===== config.mk =====
export PLATFORM = sky130hd
export DESIGN_NAME = mem_bus_arbiter
export DESIGN_NICKNAME = d
export VERILOG_FILES = /design/src/rtl/mem_bus_pkg.sv /design/src/rtl/mem_bus_arbiter_rr_arb2.sv /design/src/rtl/mem_bus_arbiter.sv
export SDC_FILE = /design/constraint.sdc
export NUM_CORES = 1
export LEC_CHECK = 0
export ABC_AREA = 1
export BUFFER_PORTS_ARGS = -buffer_cell sky130_fd_sc_hd__buf_2
export CAP_MARGIN = 20
export CORE_MARGIN = 3
export CORE_UTILIZATION = 47
export DETAILED_ROUTE_END_ITERATION = 8
export PLACE_DENSITY = 0.86
export SLEW_MARGIN = 25
export SYNTH_ARGS = -nofsm -noshare
export SYNTH_HDL_FRONTEND = slang
export SYNTH_HIERARCHICAL = 1
export SYNTH_SLANG_ARGS = --single-unit
export TNS_END_PERCENT = 100

===== constraint.sdc =====
create_clock -name clk -period 1.65 [get_ports clk]
set_clock_uncertainty 0.05 [all_clocks]
set_input_delay 0.4125 -clock clk [delete_from_list [all_inputs] [get_ports clk]]
set_output_delay 0.4125 -clock clk [all_outputs]
set_load 0.01 [all_outputs]

===== src/rtl/mem_bus_pkg.sv =====
// Shared types and constants for the two-master memory bus arbiter.
//   state_t        : arbiter FSM states
//   MST_CORE/AUX   : master identifiers as carried on grant_id
//   *_DEF          : default widths and latency for the arbiter parameters
package mem_bus_pkg;

    typedef enum logic [1:0] {
        IDLE   = 2'd0,
        ACCESS = 2'd1,
        RESP   = 2'd2
    } state_t;

    localparam logic MST_CORE = 1'b0;
    localparam logic MST_AUX  = 1'b1;

    localparam int ADDR_W_DEF       = 32;
    localparam int DATA_W_DEF       = 32;
    localparam int READ_LATENCY_DEF = 1;
    localparam int CNT_W_DEF        = 4;

endpackage


===== src/rtl/mem_bus_arbiter_rr_arb2.sv =====
// Two-way round-robin winner select (purely combinational).
//   req        in  {m1_req, m0_req}
//   last_grant in  master that won the previous arbitration
//   winner     out master that wins now (only meaningful when any_req=1)
//   any_req    out at least one request is pending
module rr_arb2
    import mem_bus_pkg::*;
(
    input  logic [1:0] req,
    input  logic       last_grant,
    output logic       winner,
    output logic       any_req
);

    always_comb begin
        any_req = |req;
        winner  = MST_CORE;
        case (req)
            2'b01:   winner = MST_CORE;
            2'b10:   winner = MST_AUX;
            // Tie goes to whoever did not win last time.
            2'b11:   winner = ~last_grant;
            default: winner = MST_CORE;
        endcase
    end

endmodule


===== src/rtl/mem_bus_arbiter.sv =====
// Serialises accesses from two masters onto one synchronous memory port.
// One transaction at a time, round-robin on ties, registered memory outputs,
// fixed read latency, one-cycle ack pulse back to the winning master.
//   clk, resetn             clock and async active-low reset
//   m0_* / m1_*             master ports: req/we/addr/wdata in, ack/rdata out
//   mem_address/data_out/we registered memory request
//   mem_data_in             memory read data, valid READ_LATENCY edges after address
//   busy                    high whenever the FSM is not in IDLE
//   grant_id                owner of the current or most recent transaction
//
// state  | meaning
// IDLE   | waiting for a request; arbitrates and latches the winner's command
// ACCESS | memory access in flight (write: one cycle, read: READ_LATENCY cycles)
// RESP   | ack pulse to the winner; requests ignored
module mem_bus_arbiter
    import mem_bus_pkg::*;
#(
    parameter int ADDR_W       = ADDR_W_DEF,
    parameter int DATA_W       = DATA_W_DEF,
    parameter int READ_LATENCY = READ_LATENCY_DEF,
    parameter int CNT_W        = CNT_W_DEF
) (
    input  logic              clk,
    input  logic              resetn,
    input  logic              m0_req,
    input  logic              m0_we,
    input  logic [ADDR_W-1:0] m0_addr,
    input  logic [DATA_W-1:0] m0_wdata,
    output logic              m0_ack,
    output logic [DATA_W-1:0] m0_rdata,
    input  logic              m1_req,
    input  logic              m1_we,
    input  logic [ADDR_W-1:0] m1_addr,
    input  logic [DATA_W-1:0] m1_wdata,
    output logic              m1_ack,
    output logic [DATA_W-1:0] m1_rdata,
    output logic [ADDR_W-1:0] mem_address,
    output logic [DATA_W-1:0] mem_data_out,
    output logic              mem_we,
    input  logic [DATA_W-1:0] mem_data_in,
    output logic              busy,
    output logic              grant_id
);

    // Read wait is a down-counter: loaded at grant, completes when it hits zero.
    localparam logic [CNT_W-1:0] LAT_LOAD = CNT_W'(READ_LATENCY - 1);

    state_t            state, state_nxt;
    logic              last_grant, last_grant_nxt;
    logic              grant_id_nxt;
    logic [CNT_W-1:0]  cnt, cnt_nxt;
    logic [ADDR_W-1:0] mem_address_nxt;
    logic [DATA_W-1:0] mem_data_out_nxt;
    logic              mem_we_nxt;
    logic              m0_ack_nxt, m1_ack_nxt;
    logic [DATA_W-1:0] m0_rdata_nxt, m1_rdata_nxt;
    logic              winner, any_req;
    logic              access_done;

    rr_arb2 u_arb (
        .req        ({m1_req, m0_req}),
        .last_grant (last_grant),
        .winner     (winner),
        .any_req    (any_req)
    );

    // mem_we is only ever high during the ACCESS cycle of a write.
    assign access_done = mem_we || (cnt == '0);
    assign busy        = (state != IDLE);

    always_ff @(posedge clk or negedge resetn) begin
        if (!resetn) begin
            state        <= IDLE;
            last_grant   <= MST_AUX;
            grant_id     <= MST_CORE;
            cnt          <= '0;
            mem_address  <= '0;
            mem_data_out <= '0;
            mem_we       <= 1'b0;
            m0_ack       <= 1'b0;
            m1_ack       <= 1'b0;
            m0_rdata     <= '0;
            m1_rdata     <= '0;
        end else begin
            state        <= state_nxt;
            last_grant   <= last_grant_nxt;
            grant_id     <= grant_id_nxt;
            cnt          <= cnt_nxt;
            mem_address  <= mem_address_nxt;
            mem_data_out <= mem_data_out_nxt;
            mem_we       <= mem_we_nxt;
            m0_ack       <= m0_ack_nxt;
            m1_ack       <= m1_ack_nxt;
            m0_rdata     <= m0_rdata_nxt;
            m1_rdata     <= m1_rdata_nxt;
        end
    end

    always_comb begin
        state_nxt = state;
        case (state)
            IDLE:    if (any_req) state_nxt = ACCESS;
            ACCESS:  if (access_done) state_nxt = RESP;
            RESP:    state_nxt = IDLE;
            default: state_nxt = IDLE;
        endcase
    end

    always_comb begin
        last_grant_nxt   = last_grant;
        grant_id_nxt     = grant_id;
        cnt_nxt          = cnt;
        mem_address_nxt  = mem_address;
        mem_data_out_nxt = mem_data_out;
        mem_we_nxt       = 1'b0;
        m0_ack_nxt       = 1'b0;
        m1_ack_nxt       = 1'b0;
        m0_rdata_nxt     = m0_rdata;
        m1_rdata_nxt     = m1_rdata;
        case (state)
            IDLE: begin
                if (any_req) begin
                    grant_id_nxt   = winner;
                    last_grant_nxt = winner;
                    cnt_nxt        = LAT_LOAD;
                    if (winner == MST_AUX) begin
                        mem_address_nxt  = m1_addr;
                        mem_data_out_nxt = m1_wdata;
                        mem_we_nxt       = m1_we;
                    end else begin
                        mem_address_nxt  = m0_addr;
                        mem_data_out_nxt = m0_wdata;
                        mem_we_nxt       = m0_we;
                    end
                end
            end
            ACCESS: begin
                if (access_done) begin
                    if (grant_id == MST_AUX) begin
                        m1_ack_nxt = 1'b1;
                        if (!mem_we) m1_rdata_nxt = mem_data_in;
                    end else begin
                        m0_ack_nxt = 1'b1;
                        if (!mem_we) m0_rdata_nxt = mem_data_in;
                    end
                end else begin
                    cnt_nxt = cnt - CNT_W'(1);
                end
            end
            default: ;
        endcase
    end

endmodule


Word-level counts from Yosys, hierarchy flattened
Cells that the tools add are included.

Output and inout bits: 133. Flip-flop bits (word level): 139.

Bitwise gates (word level): 3. Mux-type cells: 18. Reduce and logical (&&, ||, !) cells: 11. Equal/unequal tests: 6. $add $sub $neg: 1.

Operators by type and width (count): $mux 32 (2); $mux 1 (9); $mux 4 (2); $pmux 4 s2 (1); $reduce_and 4->1 (2); $ne 2x2->1 const B (3); $eq 2x2->1 const B (2); $logic_not 4->1 (1); $mux 2 (2); $pmux 2 s2 (1); $reduce_and 2->1 (2); $reduce_bool 2->1 (2); $sub 4x1->4 const B (1); $not 1->1 (3); $reduce_and 3->1 (1); $eq 2x1->1 const B (1); $logic_not 2->1 (1); $pmux 1 s2 (1); $reduce_or 2->1 (1); $logic_or 1x1->1 (1).

Logic depth before layout (Yosys ltp)
Gate-level depths: netlist (run 1).

Word-level depth: 5. Depth in mapped cells: 8. Mapped depth without buffers: 7.

Hierarchy
Netlist (run 1), hierarchy kept.

Modules (own cells, without submodules): mem_bus_arbiter (times used 1, cells an instance 755, area an instance 6292.3 µm²); rr_arb2 (times used 1, cells an instance 3, area an instance 15.0 µm²).

Least setup slack after synthesis (run 1)
OpenSTA, ideal clock, no wires.

Kind: input-to-reg. From: in m1_req. To: reg mem_we. Data required time: 1482 ps. Cell stages on the path: 6. Setup slack: 267 ps. Data arrival time: 1215 ps. Setup time: 118 ps. Cells stage by stage: inv_1 a21oi_1 buf_2 buf_2 mux2i_1 nor2_1.

Longest elaborated chain between the ends: 5.

Ends and longest elaborated chain: from (decl) (line mem_bus_arbiter.sv:31) `input logic m1_req,`; $eq 2x2->1 (line mem_bus_arbiter_rr_arb2.sv:18) `case (req)`; $pmux 1 s2 * (line mem_bus_arbiter_rr_arb2.sv:18); via winner (line mem_bus_arbiter.sv:57) `logic winner, any_req;`; $mux 1 * (line mem_bus_arbiter.sv:126) `if (winner == MST_AUX) begin`; $mux 1 * (line mem_bus_arbiter.sv:122) `if (any_req) begin`; $mux 1 * (line mem_bus_arbiter.sv:120) `case (state)`; via mem_we_nxt (line mem_bus_arbiter.sv:54) `logic mem_we_nxt;`; to (signal assigned) (line mem_bus_arbiter.sv:91) `mem_we <= mem_we_nxt;`; to (decl) (line mem_bus_arbiter.sv:39) `output logic mem_we,`.

The timed path passes the listed nets; every way through them passes the cells marked *. A chain may end at the register's enable or synchronous reset.

Worst setup path after layout (run 1)
From: reg state[1]. To: out busy.

Longest elaborated chain between the ends: 1.

Ends and longest elaborated chain: from (decl) (line mem_bus_arbiter.sv:48) `state_t state, state_nxt;`; from (signal assigned) (line mem_bus_arbiter.sv:85) `state <= state_nxt;`; $reduce_bool 2->1 (line mem_bus_arbiter.sv:69) `assign busy = (state != IDLE);`; to (decl) (line mem_bus_arbiter.sv:41) `output logic busy,`.

No other way between the ends.

==> impl_metrics.toml, run 1 <==
[timing]
tightestPinTransition_ns = 0.387
fmax_ghz = 0.624
slew_violations = 0
setup_viol = 0
finalSetupTns_ns = 0
rsz0062_at_grt = "no"
timing.final.hold_violations = 0
min_period_ns = 1.60
final.setup.worst_slack_ns = 0.0486
max_slew_margin_pct = 74.2
period_share_pct = 97.1

[place]
gp_congestion = 0.839
dpl_cell_area_um2 = 8020
numPortBuffers = 298
pre_cts_slack_ns = 0.102
hpwl_um = 14000

[routing]
drtIter0Drc = 412
drc = 0
avgRoutedWirePerCell_um = 15.4
vias = 6109
routed_wl_um = 18800
final_antenna_net_count = 0
detail_route.vias_per_cell = 4.98
dr.pass1.iters = 5

[logic_synthesis]
synth-xor-area-share_pct = 0.139
muxShareOfSynthArea_pct = 0.159
ys.flop_type = "dfrtp_1"
synth_area_per_cell_um2 = 8.32
yosys_warnings = 6
yosysTopAreaCell = "dfrtp_1"
yosysUniqueCellTypes = 24
synth_fp_nets = 926
synth_area_leaders = "dfrtp_1 (55%), nand2_1 (16%), nand4_1 (6.3%)"
synthAdderAreaFrac_pct = 0.397
syn_inst = 758
syn_area_um2 = 6310
ys_ff_latch = 139
synthArstFlopShare_pct = 100
yosys.area.top_type_share_pct = 54.8
synth-simple-area-share_pct = 24.1
synth_top_family_by_area = "simple AND/OR/NAND/NOR gates"
synth_compound_area_share_pct = 10.6
ys_seq_area_share_pct = 55.2
synth_edf_count = 0

[worst_setup_path]
critPathKind = "reg -> out"
cp_data_required_time_ns = 1.19
critPathBufInv = 2
max_stage_delay_ns = 0.43
crit_path_start_kind = "flop"
cp_max_fo = 2
cp_data_arrival_time_ns = 1.14
crit_chain = "inv_2, nand2_1, buf_2"
critPathCaptureType = "primary output"
slowest_stage = "dfrtp_1"
path_delay_family = "flip-flops"

[status]
outcome = "completed"

[floorplanning]
dieArea_um2 = 14800
die_y_um = 122
start_util_pct = 49.0
num_io_pins = 299
core_area_um2 = 12900
die_w_um = 122
std_cell_rows = 41

[clock_tree]
postCtsSetupBuffers = 0
post_cts_resized = 0
cts_sinks = 139
root_buffer = "clkbuf_16"
h-tree-depth = 4
clk_pin_slew_worst_paths_ns = 0.05
clk_latency_ns = 0.41
cts_buffers = 17
cts_tree = "yes"
cts.path.max_buffers = 2
hold_buffers = 1

[global_route]
grt_pass1_vias = 5690
antenna_found_initial = 0
grt.overflow.total = 0
track_usage_pct = 25.0
grt_max_degree = 88
grt_pass1_wl_um = 28800

[pwr]
power_mw = 17.4
power.leakage_nw = 4.84
power_density_nw_per_um2 = 2020
vdd_ir_drop_max_v = 0.000863

[flow_run]
drv_cap = 0

[cells_and_area]
antennaDiodeCount = 0
final_common_cell = "buf_2"
layout.nets = 1210
final_cell_mix = "buf_2 (297), nand2_1 (269), dfrtp_1 (138), inv_1 (69), o21ai_1 (67)"
syn2layout_area_growth_pct = 36.6
fin_area_um2 = 8610
drive_gt1_share_pct = 34.7

[hold_path]
min_path_type = "in -> reg"
==> flip-flops by register name, summed over array words and instances, names as in the netlist <==
signal	count
m1_rdata	32
mem_we	1
state	2
last_grant	1
mem_data_out	32
cnt	4
m0_ack	1
m0_rdata	32
mem_address	32
m1_ack	1
grant_id	1
==> per-stage QoR <==
step	utilization, %	hold slack, ns	std cells
floorplan	-	0.0669	758
global placement	62.3	0.289	1194
detailed placement	62.3	0.293	1194
CTS	66.9	0.188	1226
global route	66.9	0.204	1226
finish	66.9	0.209	1226
==> worst paths after layout <==
path,start,end,slack [ns],depth (start not counted)
max reg2reg,cnt[1],m0_rdata[9],0.12,7
max,state[1],busy,0.05,3
min,m0_we,mem_we,0.21,3
max in group asynchronous,resetn,mem_data_out[31],0.58,3
min reg2reg,m0_rdata[5],m0_rdata[5],0.41,2
min in group asynchronous,resetn,m1_rdata[7],0.43,2
==> metal layers <==
layer	wire length (um)	track usage, %	share of wire (%)
met1	7480	31.3	40
met2	9220	40.4	49
met3	1470	6.59	7.8
met4	661	11.9	3.5
met5	0	0	0
==> logic make-up after synthesis <==
family | after synthesis
compound gates | 133
mux | 1
fa+ha+maj | 2
flops | 139
simple gates | 351
xor+xnor | 1
buf+inv | 131
==> tightest hold or removal path: cells and delay by family <==
| family | cells | cell delay [ns] |
|---|---|---|
| multiplexers | 1 | 0.05 |
| AND/OR/NAND/NOR | 1 | 0.08 |
| buffers and inverters | 1 | 0.08 |
==> report_power, final <==
group          switching [mW]  internal (mW)  total [mW]  leakage, nW
combinational            4.77           2.85        7.62         2.86
clock                    1.40           2.33        3.73        0.284
sequential              0.955           5.13        6.09         1.70
total                    7.13           10.3        17.4         4.84
==> cell usage after synthesis (3+ instances only) <==
library cell	count
dfrtp_1	138
o21ai_0	65
buf_2	25
nand3_2	3
clkbuf_1	7
buf_4	16
nand4_1	64
inv_1	69
o21ai_1	67
nand2_1	269
nor2_1	5
inv_2	8
nand3_1	5
buf_1	4
==> layout make-up <==
cell class / instances / area (um^2)
sequential: 139 / 3480
clock buffer: 20 / 467
tap: 172 / 215
inverter: 77 / 289
timing repair buffer: 319 / 1800
clock inverter: 11 / 120
multi-input combinational: 488 / 2250
fill: 1029 / 4260
Note: power is estimated with default switching activity, not from simulation.
==> inputs of run 2 (changes only) <==
--- a/config.mk
+++ b/config.mk
@@ -10,3 +10,2 @@
 export CAP_MARGIN = 20
-export CORE_MARGIN = 3
 export CORE_UTILIZATION = 47
==> constraint.sdc (replaced) <==
create_clock -name clk -period 1.65 [get_ports clk]
set_clock_uncertainty 0.05 [all_clocks]
set_input_delay 0.165 -clock clk [delete_from_list [all_inputs] [get_ports clk]]
set_output_delay 0.165 -clock clk [all_outputs]
set_load 0.01 [all_outputs]
==> impl_metrics.toml, run 2 (synthesis results as in run 1) <==
[worst_setup_path]
critPathKind = "reg -> reg"
reg2reg_from = "last_grant"
critPathBufInv = 1
crit_chain = "a21oi_4, buf_12, o21ai_0, o21ai_1"
ff2ff_path_depth = 4
path_delay_family = "compound AO/OA/AOI/OAI gates"
max_stage_delay_ns = 0.56
cp_data_required_time_ns = 1.88
slowest_stage = "dfstp_2"
cp_data_arrival_time_ns = 1.81
cp_max_fo = 66
rrSetupSlack_ns = 0.07
critPathLaunch = "last_grant"
rr_endpoint = "mem_data_out[21]"
crit_path_start_kind = "flop"
critPathCaptureType = "flop"

[global_route]
grt_pass1_vias = 6883
grt_pass1_wl_um = 35500
grt.overflow.total = 0
antenna_found_initial = 0
grt_max_degree = 81
track_usage_pct = 33.0

[routing]
detail_route.vias_per_cell = 5.30
dr.pass1.iters = 5
avgRoutedWirePerCell_um = 16.9
drc = 0
routed_wl_um = 22200
final_antenna_net_count = 0
vias = 6965
drtIter0Drc = 661

[pwr]
power_density_nw_per_um2 = 1910
vdd_ir_drop_max_v = 0.000816
power.leakage_nw = 5.23
power_mw = 18.1

[hold_path]
worst_hold_startpoint = "m0_wdata[2]"
hold_path_end = "mem_data_out[2]"
min_path_cells = 3
min_path_type = "in -> reg"

[clock_tree]
clk_pin_slew_worst_paths_ns = 0.06
post_cts_resized = 0
cts_tree = "yes"
cts_sinks = 139
root_buffer = "clkbuf_16"
h-tree-depth = 4
cts_buffers = 17
cts.path.max_buffers = 2
clk_latency_ns = 0.42

[cells_and_area]
final_common_cell = "buf_2"
multi_input_area_um2 = 2250
antennaDiodeCount = 0
nFillCells = 830
final_cell_mix = "buf_2 (297), nand2_1 (269), dfrtp_1 (138), dlygate4sd3_1 (83), inv_1 (69)"
fin_util_pct = 73.8
regArea_um2 = 3480
drive_gt1_share_pct = 32.3
layout.nets = 1298
final_cell_count_no_fill = 1315
syn2layout_area_growth_pct = 50.7

[place]
numPortBuffers = 298
gp_congestion = 0.888
dp.cells = 1200
hpwl_um = 13300

[floorplanning]
dieArea_um2 = 13900
die_y_um = 118
std_cell_rows = 41
die_w_um = 118
start_util_pct = 49.0
num_io_pins = 299
core_area_um2 = 12900

[timing]
rsz0062_at_grt = "no"
tightestPinTransition_ns = 0.432
period_share_pct = 95.7
finalSetupTns_ns = 0
setup_viol = 0
slew_violations = 0
max_slew_margin_pct = 70.9
fmax_ghz = 0.633
min_period_ns = 1.58
timing.final.hold_violations = 0

[status]
outcome = "completed"

[flow_run]
drv_cap = 0
## run 2: power breakdown
part / internal (mW) / switching, mW
clock: 2.48 / 1.39
combinational: 3.12 / 5.02
sequential: 5.13 / 0.980
## run 2: worst max path at each step
stage / end / slack [ns] / cells after the start
after detailed placement: m0_rdata[22] / 0.13 / 8
final: mem_data_out[21] / 0.07 / 4
after floorplan: m0_rdata[0] / 0.30 / 8
after global placement: m0_rdata[27] / 0.21 / 8
after CTS: m0_rdata[25] / 0.13 / 8
after global routing: mem_data_out[4] / 0.007 / 6
## run 2: layout make-up
type	instances	share of cell area, %
timing repair buffer	407	28.1
inverter	77	3.04
multi-input combinational	488	23.7
clock inverter	8	1.21
sequential	139	36.6
tap	172	2.26
clock buffer	24	5.07
## run 2: stage by stage
step,cell area [um^2],setup WS [ns],hold WS [ns]
floorplan,6310,0.298,-0.181
global placement,8080,0.209,0.0398
detailed placement,8080,0.134,0.0378
CTS,9500,0.134,0.00103
global route,9500,0.00720,0.0225
finish,9500,0.0711,0.00816
## run 2: metal layers
metal | track usage, % | routed length, um
met4 | 19.8 | 1180
met3 | 8.04 | 2040
met5 | 0 | 0
met1 | 38.9 | 8050
met2 | 54.5 | 11000
## run 2: worst reg2reg max path: stages, from the launching register on
cell and delay, ns:
dfstp_2 0.56, a21oi_4 0.08, buf_12 0.18, o21ai_0 0.44
o21ai_1 0.12
## run 2: what timing repair did
item / in CTS / in global routing
hold buffers: 83 / 0
endpoints found under the hold margin: 248 / 0
buffers inserted: 0 / 0
